**src/rtl/fare_change_engine.sv**
```systemverilog
// fare_change_engine: latches a purchase, computes fare and change (or refund), dispenses coins over valid/ready.
module fare_change_engine #(
    parameter int PRICE_W  = 4,
    parameter int QTY_W    = 2,
    parameter int PAY_W    = 5,
    parameter int COIN_BIG = 5,
    parameter int DISP_W   = 32
) (
    input  logic                     clk,
    input  logic                     rst,
    input  logic                     start,
    input  logic                     use_fixed,
    input  logic [PRICE_W-1:0]       ticket_price,
    input  logic [PRICE_W-1:0]       unit_price,
    input  logic [QTY_W-1:0]         amount,
    input  logic [PAY_W-1:0]         real_pay,
    input  logic                     coin_ready,
    output logic [PRICE_W+QTY_W-1:0] total,
    output logic [PAY_W-1:0]         change,
    output logic                     insufficient,
    output logic                     coin_valid,
    output logic                     coin_big,
    output logic [PAY_W-1:0]         big_cnt,
    output logic [PAY_W-1:0]         small_cnt,
    output logic                     busy,
    output logic                     done,
    output logic [DISP_W-1:0]        dispdata
);
    localparam int TW = PRICE_W + QTY_W;
    localparam int CW = (PAY_W > TW) ? PAY_W : TW;
    localparam logic [PAY_W-1:0] BIG = PAY_W'(COIN_BIG);

    typedef enum logic [2:0] {IDLE, CALC, CHECK, DISP, DONE} state_t;

    state_t             state_q, state_d;
    logic               fixed_q, fixed_d;
    logic [PRICE_W-1:0] tprice_q, tprice_d, uprice_q, uprice_d;
    logic [QTY_W-1:0]   amount_q, amount_d;
    logic [PAY_W-1:0]   pay_q, pay_d;
    logic [TW-1:0]      total_q, total_d;
    logic [PAY_W-1:0]   change_q, change_d, rem_q, rem_d;
    logic               insuf_q, insuf_d;
    logic [PAY_W-1:0]   big_q, big_d, small_q, small_d;
    logic [CW-1:0]      pay_x, tot_x;
    logic [PAY_W-1:0]   result;
    logic               use_big;

    always_comb begin
        state_d  = state_q;
        fixed_d  = fixed_q;
        tprice_d = tprice_q;
        uprice_d = uprice_q;
        amount_d = amount_q;
        pay_d    = pay_q;
        total_d  = total_q;
        change_d = change_q;
        rem_d    = rem_q;
        insuf_d  = insuf_q;
        big_d    = big_q;
        small_d  = small_q;
        pay_x    = CW'(pay_q);
        tot_x    = CW'(total_q);
        result   = (pay_x < tot_x) ? pay_q : PAY_W'(pay_x - tot_x);
        use_big  = rem_q >= BIG;
        case (state_q)
            IDLE: if (start) begin
                fixed_d  = use_fixed;
                tprice_d = ticket_price;
                uprice_d = unit_price;
                amount_d = amount;
                pay_d    = real_pay;
                big_d    = '0;
                small_d  = '0;
                insuf_d  = 1'b0;
                state_d  = CALC;
            end
            CALC: begin
                total_d = TW'(fixed_q ? tprice_q : uprice_q) * TW'(amount_q);
                state_d = CHECK;
            end
            CHECK: begin
                insuf_d  = pay_x < tot_x;
                change_d = result;
                rem_d    = result;
                state_d  = (result == '0) ? DONE : DISP;
            end
            DISP: if (coin_ready) begin
                rem_d   = rem_q - (use_big ? BIG : PAY_W'(1));
                big_d   = use_big ? big_q + PAY_W'(1) : big_q;
                small_d = use_big ? small_q : small_q + PAY_W'(1);
                state_d = (rem_d == '0) ? DONE : DISP;
            end
            DONE: state_d = IDLE;
            default: state_d = IDLE;
        endcase
    end

    always_ff @(posedge clk) begin
        if (rst) begin
            state_q  <= IDLE;
            fixed_q  <= 1'b0;
            tprice_q <= '0;
            uprice_q <= '0;
            amount_q <= '0;
            pay_q    <= '0;
            total_q  <= '0;
            change_q <= '0;
            rem_q    <= '0;
            insuf_q  <= 1'b0;
            big_q    <= '0;
            small_q  <= '0;
        end else begin
            state_q  <= state_d;
            fixed_q  <= fixed_d;
            tprice_q <= tprice_d;
            uprice_q <= uprice_d;
            amount_q <= amount_d;
            pay_q    <= pay_d;
            total_q  <= total_d;
            change_q <= change_d;
            rem_q    <= rem_d;
            insuf_q  <= insuf_d;
            big_q    <= big_d;
            small_q  <= small_d;
        end
    end

    assign total        = total_q;
    assign change       = change_q;
    assign insufficient = insuf_q;
    assign coin_valid   = state_q == DISP;
    assign coin_big     = coin_valid && use_big;
    assign big_cnt      = big_q;
    assign small_cnt    = small_q;
    assign busy         = state_q != IDLE;
    assign done         = state_q == DONE;
    assign dispdata     = DISP_W'(change_q);
endmodule

```
**config.mk**
```make
export PLATFORM = sky130hd
export DESIGN_NAME = fare_change_engine
export DESIGN_NICKNAME = d
export VERILOG_FILES = /design/src/rtl/fare_change_engine.sv
export SDC_FILE = /design/constraint.sdc
export NUM_CORES = 1
export LEC_CHECK = 0
export ABC_AREA = 1
export CAP_MARGIN = 40
export CORE_ASPECT_RATIO = 0.5
export CORE_MARGIN = 2
export CORE_UTILIZATION = 52
export DETAILED_ROUTE_END_ITERATION = 8
export PLACE_DENSITY = 0.95
export SYNTH_ARGS = -nofsm -noshare
export SYNTH_HDL_FRONTEND = slang
export SYNTH_SLANG_ARGS = --single-unit
```
**constraint.sdc**
```tcl
create_clock -name clk -period 6.18 [get_ports clk]
set_input_delay 1.236 -clock clk [delete_from_list [all_inputs] [get_ports clk]]
set_output_delay 1.236 -clock clk [all_outputs]
set_load 0.05 [all_outputs]
```
==> results of run 1 <==
==> routing by layer <==
layer,part of all wire (%),GRT usage [%]
met1,44,25.65
met2,48,33.85
met3,6.3,4.486
met4,1.3,6.865
met5,0,0
==> power by group through the flow <==
| stage | Combinational, uW | Clock (uW) | Sequential [uW] |
|---|---|---|---|
| floorplan | 637 | 0 | 517 |
| global placement | 880 | 0 | 436 |
| detailed placement | 915 | 0 | 438 |
| CTS | 922 | 174 | 432 |
| global route | 1020 | 184 | 441 |
| finish | 930 | 171 | 432 |
==> critical path, cell delays in order, from the launching register on <==
cell	delay [ps]
dfxtp_1	350
inv_1	120
ha_1	160
nor3_1	40
nor2_1	240
nor2_2	90
nor2_4	190
clkdlybuf4s50_1	840
==> flip-flops by register name (all words and copies together), names as in the netlist <==
| register | cells |
|---|---|
| fixed_q | 1 |
| insufficient | 1 |
| rem_q | 5 |
| total | 6 |
| amount_q | 2 |
| pay_q | 5 |
| tprice_q | 4 |
| state_q | 3 |
| change | 5 |
| small_cnt | 5 |
| uprice_q | 4 |
| big_cnt | 5 |
==> synthesized netlist by cell type, types with 3 or more instances <==
library cell	instances	area [um^2]
nor2_1	23	86.33
ha_1	14	175.2
xnor2_1	6	52.55
nand3_1	21	105.1
buf_4	32	240.2
inv_2	4	15.01
nor2_4	4	45.04
nand2_1	37	138.9
o21bai_1	4	30.03
clkbuf_1	10	37.54
a21oi_1	41	205.2
nor3_1	7	35.03
inv_1	55	206.5
a211oi_1	3	22.52
o21ai_0	37	185.2
o21ai_1	3	15.01
dfxtp_1	46	920.9
==> cells by family (layout without fill, tap and decap cells) <==
logic type,after synthesis,after routing,share of synthesized area [%]
flip-flops,46,46,33.48
adder cells (fa/ha/maj),16,16,7.825
XOR/XNOR,7,7,2.229
buffers and inverters,102,118,18.38
AND/OR/NAND/NOR,108,108,19.65
AO/OA/AOI/OAI,94,94,18.29
other,1,27,0.1364
==> how the worst max path moves through the flow <==
stage                       startpoint  endpoint  slack (ps)
5_1_grt        state_q[0]$_SDFFE_PP0P_  coin_big        2540
3_5_place_dp     rem_q[1]$_SDFFE_PP0P_  coin_big        2950
3_3_place_gp   state_q[0]$_SDFFE_PP0P_  coin_big        2990
2_1_floorplan  state_q[0]$_SDFFE_PP0P_      done        3490
6_report         rem_q[1]$_SDFFE_PP0P_  coin_big        2620
4_1_cts          rem_q[1]$_SDFFE_PP0P_  coin_big        2620
==> cell type report <==
type / count / share of cell area, %
tap: 70 / 2.695
timing repair buffer: 51 / 15.86
sequential: 46 / 28.34
inverter: 60 / 7.008
multi-input combinational: 252 / 43.74
clock buffer: 7 / 2.349
==> through the flow <==
stage,total power (uW),cells,utilization [%]
after floorplan,1154,400,-
after global placement,1316,478,63.16
after detailed placement,1352,479,63.46
after CTS,1528,486,64.99
after global routing,1648,486,64.99
final,1533,486,64.99
==> cell usage in the layout, fill, tap and decap left out, types with 2 or more instances in the layout <==
master,count
nand3_2,2
fa_1,2
conb_1,27
nor2_2,2
a21oi_1,41
nand2_1,37
o21bai_1,4
xnor2_1,6
a31oi_1,2
nand2_4,2
nor2_1,23
o21ai_1,3
o21ai_0,37
nand2_2,2
clkbuf_8,5
nor2_4,4
nor3_1,7
clkdlybuf4s50_1,50
a211oi_1,3
clkbuf_1,2
inv_2,4
nand4_1,2
dfxtp_1,46
ha_1,14
inv_1,55
nand3_1,21
==> impl_metrics.yaml, run 1 <==
power:
  power.share.clock_pct: 11.2
  internal_power_uw: 749.3
  switching_share_pct: 51.13
  p_leak_uw: 0.001375
  p_comb_share_pct: 60.6
  peakVddDrop_mv: 0.2316
  powerDensity_nw_per_um2: 471.9
  pwr-share-seq_pct: 28.2
  power.net_switching_uw: 784.1
place:
  dp.final_hpwl_um: 4359
  port_buffers: 50
  post_dp_cell_area_um2: 3173
  pre_cts_ws_ps: 2955
  gp_congestion: 0.8852
worst_setup_path:
  startpoint_type: "flop"
  criticalPathCategory: "reg -> out"
  rrSetupSlack_ps: 3680
  worstPathArrival_ps: 2330
  r2r_start: "rem_q[1]$_SDFFE_PP0P_"
  reg2reg_depth: 15
  cp.required_ps: 4940
  critPathMaxFanout: 5
  cp-end-kind: "output port"
  reg2reg_to: "state_q[0]$_SDFFE_PP0P_"
synthesis:
  async_flop_share_pct: 0
  synth_flop_cell: "dfxtp_1"
  syn_avg_cell_area_um2: 7.353
  synth_edf_count: 0
  yosys_warnings: 0
  yosys.cell_types.count: 37
  syn_area_um2: 2750
  ys_seq_area_share_pct: 33.48
  synthCells: 374
  synth-seq-cells: 46
route:
  drt_wl_total_um: 5830
  drtAntennaViolNets: 0
  dr.pass1.iters: 4
  vias: 2452
  wl_per_cell_um: 12.00
  drt_iter0_drc: 96
  viasPerCell: 5.045
  drc: 0
sta:
  slew_violations: 0
  relSlewSlack_pct: 46.88
  fin_crit_ps: 3563
  whs_ps: 448.3
  hold_viol_final: 0
  setup_ws_ps: 2617
  period_share_pct: 57.66
  rsz0062_at_grt: "false"
  worstMarginPinSlew_ps: 795.9
  tns_ps: 0
  fmax_mhz: 280.6
  final-setup-viol-count: 0
  finalClockSkew_ps: 1.905
layout:
  drive_above_1_share_pct: 6.250
  area_growth_pct: 18.15
  fin_area_um2: 3249
  nets: 452
  fillers: 397
  n_antenna_cell: 0
  register_area_um2: 920.9
  multi_input_area_um2: 1421
global_routing:
  grt_max_degree: 32
  grt_overflow: 0
  grt.total_usage_pct: 20.14
  grt_pass1_vias: 2169
  antenna_found_initial: 0
  grt_pass1_wl_um: 9666
hold_path:
  hp-class: "reg -> reg"
  worstHoldStart: "uprice_q[3]$_SDFFE_PP0P_"
  holdPathStages: 2
  min_to: "uprice_q[3]$_SDFFE_PP0P_"
clock_network:
  path_clk_slew_ps: 80
  cts_buffers: 5
  cts_tree: "built"
  clockBufferDepth: 2
  cts_setup_buffers: 0
  clock_sinks: 46
  ctsRootBufferMaster: "clkbuf_8"
  clk_latency_ps: 290
  hold_buffers: 0
  ctsResizeCount: 0
  htreeDepth: 2
floorplan:
  io_pins: 78
  start_util_pct: 55.01
  die_area_um2: 5922
  num_rows: 18
  core_area_um2: 5000
  die_w_um: 106.8
  dieHeight_um: 55.43
flow_run:
  cap_viol_max_count: 0
status:
  status: "complete, no violations"
(Power assumes the default switching activity.)
==> inputs of run 2 (changes only) <==
--- a/config.mk
+++ b/config.mk
@@ -9,9 +9,9 @@
 export CAP_MARGIN = 40
 export CORE_ASPECT_RATIO = 0.5
 export CORE_MARGIN = 2
-export CORE_UTILIZATION = 52
+export CORE_UTILIZATION = 48
 export DETAILED_ROUTE_END_ITERATION = 8
-export PLACE_DENSITY = 0.95
+export PLACE_DENSITY = 0.9
 export SYNTH_ARGS = -nofsm -noshare
 export SYNTH_HDL_FRONTEND = slang
 export SYNTH_SLANG_ARGS = --single-unit
==> constraint.sdc (replaced) <==
create_clock -name clk -period 3.3 [get_ports clk]
set_input_delay 0.66 -clock clk [delete_from_list [all_inputs] [get_ports clk]]
set_output_delay 0.66 -clock clk [all_outputs]
set_load 0.05 [all_outputs]
==> impl_metrics.yaml, run 2 (synthesis results as in run 1) <==
sta:
  fmax_mhz: 337.5
  relSlewSlack_pct: 46.81
  final-setup-viol-count: 0
  tns_ps: 0
  finalClockSkew_ps: 6.542
  hold_viol_final: 0
  fin_crit_ps: 2963
  rsz0062_at_grt: "false"
  slew_violations: 0
  worstMarginPinSlew_ps: 791.8
  period_share_pct: 89.80
layout:
  nets: 453
  area_growth_pct: 20.97
  register_area_um2: 920.9
  n_antenna_cell: 0
  final_core_util_pct: 60.32
  drive_above_1_share_pct: 7.177
  multi_input_area_um2: 1421
  fillers: 460
  final_common_cell: "inv_1"
  layout_common_cells: "55 x inv_1, 50 x clkdlybuf4s50_1, 46 x dfxtp_1"
  largest_register_ffs: 6
worst_setup_path:
  criticalPathCategory: "reg -> out"
  reg2reg_depth: 15
  startpoint: "rem_q[1]$_SDFFE_PP0P_"
  startpoint_type: "flop"
  path_depth: 7
  path_cells: "inv_1, ha_1, nor3_1, nor2_1, nor2_2, nor2_4, clkdlybuf4s50_1"
  worstPathArrival_ps: 2300
  cp.required_ps: 2640
  critPathMaxStageDelay_ps: 830
  critical_path_buf_inv_count: 2
  cp-end-kind: "output port"
  path_delay_family: "buffers and inverters"
  reg2reg_to: "state_q[0]$_SDFFE_PP0P_"
  r2r_start: "rem_q[1]$_SDFFE_PP0P_"
  critPathMaxFanout: 5
  critPathSlowestCell: "clkdlybuf4s50_1"
  rrSetupSlack_ps: 640
  endpoint: "coin_big"
route:
  dr.pass1.iters: 6
  viasPerCell: 4.990
  drc: 0
  drt_wl_total_um: 6055
  wl_per_cell_um: 12.33
  vias: 2450
  drtAntennaViolNets: 0
  drt_iter0_drc: 180
place:
  gp_congestion: 0.8611
  dp.final_hpwl_um: 4494
  port_buffers: 50
status:
  status: "complete, no violations"
power:
  power.share.clock_pct: 16.5
  switching_share_pct: 50.13
  power.net_switching_uw: 1546
  p_leak_uw: 0.001409
  power_uw: 3085
  powerDensity_nw_per_um2: 927.1
  internal_power_uw: 1538
  p_comb_share_pct: 57.1
  pwr-share-seq_pct: 26.3
  peakVddDrop_mv: 0.3871
clock_network:
  clockBufferDepth: 2
  ctsRootBufferMaster: "clkbuf_16"
  cts_buffers: 5
  hold_buffers: 0
  clock_sinks: 46
  ctsResizeCount: 0
  cts_tree: "built"
  path_clk_slew_ps: 70
  clk_latency_ps: 290
  cts_setup_buffers: 0
  htreeDepth: 2
floorplan:
  core_area_um2: 5515
  die_w_um: 111.0
  die_area_um2: 6388
  io_pins: 78
  dieHeight_um: 57.53
  num_rows: 19
  start_util_pct: 49.86
global_routing:
  antenna_found_initial: 0
  grt_overflow: 0
  grt_max_degree: 25
  grt.total_usage_pct: 19.61
  grt_pass1_vias: 2253
  grt_pass1_wl_um: 10210
hold_path:
  hp-class: "reg -> reg"
flow_run:
  cap_viol_max_count: 0
## run 2: cell count changes in the layout (fill, tap and decap cells not counted)
cell        before  now
clkbuf_16        0    5
clkinvlp_4       0    1
inv_6            0    1
buf_8            1    0
clkinv_4         0    1
clkbuf_8         5    0
clkbuf_1         2    0
buf_4            0    2
## run 2: area by class of cell
class,count,area share [%]
Multi-Input combinational cell,252,42.72
Sequential cell,46,27.68
Timing Repair Buffer,52,15.49
Inverter,60,6.845
Clock buffer,5,3.761
Tap cell,73,2.745
Clock inverter,3,0.7522
## run 2: per-stage QoR
step | setup slack [ps] | cell area [um^2] | hold WS, ps | instances
CTS | 359.1 | 3327 | 450.5 | 491
floorplan | 1040 | 2848 | 420.5 | 400
global route | 232.5 | 3327 | 474.3 | 491
detailed placement | 695.0 | 3177 | 439.0 | 483
finish | 336.7 | 3327 | 450.3 | 491
global placement | 761.8 | 3177 | 427.6 | 483
## run 2: layer usage
metal  vias up  routed length, um  track usage (%)
li1       1240                  -                -
met1      1103               2723            25.16
met2        96               2849            32.95
met3        11                389            4.463
met4         0                 93            7.584
met5         -                  0                0
## run 2: power by group through the flow
| stage | Combinational [uW] | Sequential [uW] | Clock, uW |
|---|---|---|---|
| after CTS | 1750 | 811 | 513 |
| after global placement | 1670 | 815 | 0 |
| final | 1760 | 813 | 510 |
| after global routing | 1930 | 834 | 545 |
| after floorplan | 1190 | 969 | 0 |
| after detailed placement | 1720 | 819 | 0 |
## run 2: worst min-delay path by stage
| stage | from | endpoint | cells after the start |
|---|---|---|---|
| 4_1_cts | uprice_q[1]$_SDFFE_PP0P_ | uprice_q[1]$_SDFFE_PP0P_ | 2 |
| 2_1_floorplan | uprice_q[0]$_SDFFE_PP0P_ | uprice_q[0]$_SDFFE_PP0P_ | 2 |
| 3_3_place_gp | uprice_q[0]$_SDFFE_PP0P_ | uprice_q[0]$_SDFFE_PP0P_ | 2 |
| 6_report | tprice_q[1]$_SDFFE_PP0P_ | tprice_q[1]$_SDFFE_PP0P_ | 2 |
| 5_1_grt | uprice_q[3]$_SDFFE_PP0P_ | uprice_q[3]$_SDFFE_PP0P_ | 2 |
| 3_5_place_dp | uprice_q[0]$_SDFFE_PP0P_ | uprice_q[0]$_SDFFE_PP0P_ | 2 |
## run 2: worst min-delay path, stage by stage (launching register included)
cell and delay (ps):
dfxtp_1 300, inv_1 60, a21oi_1 50
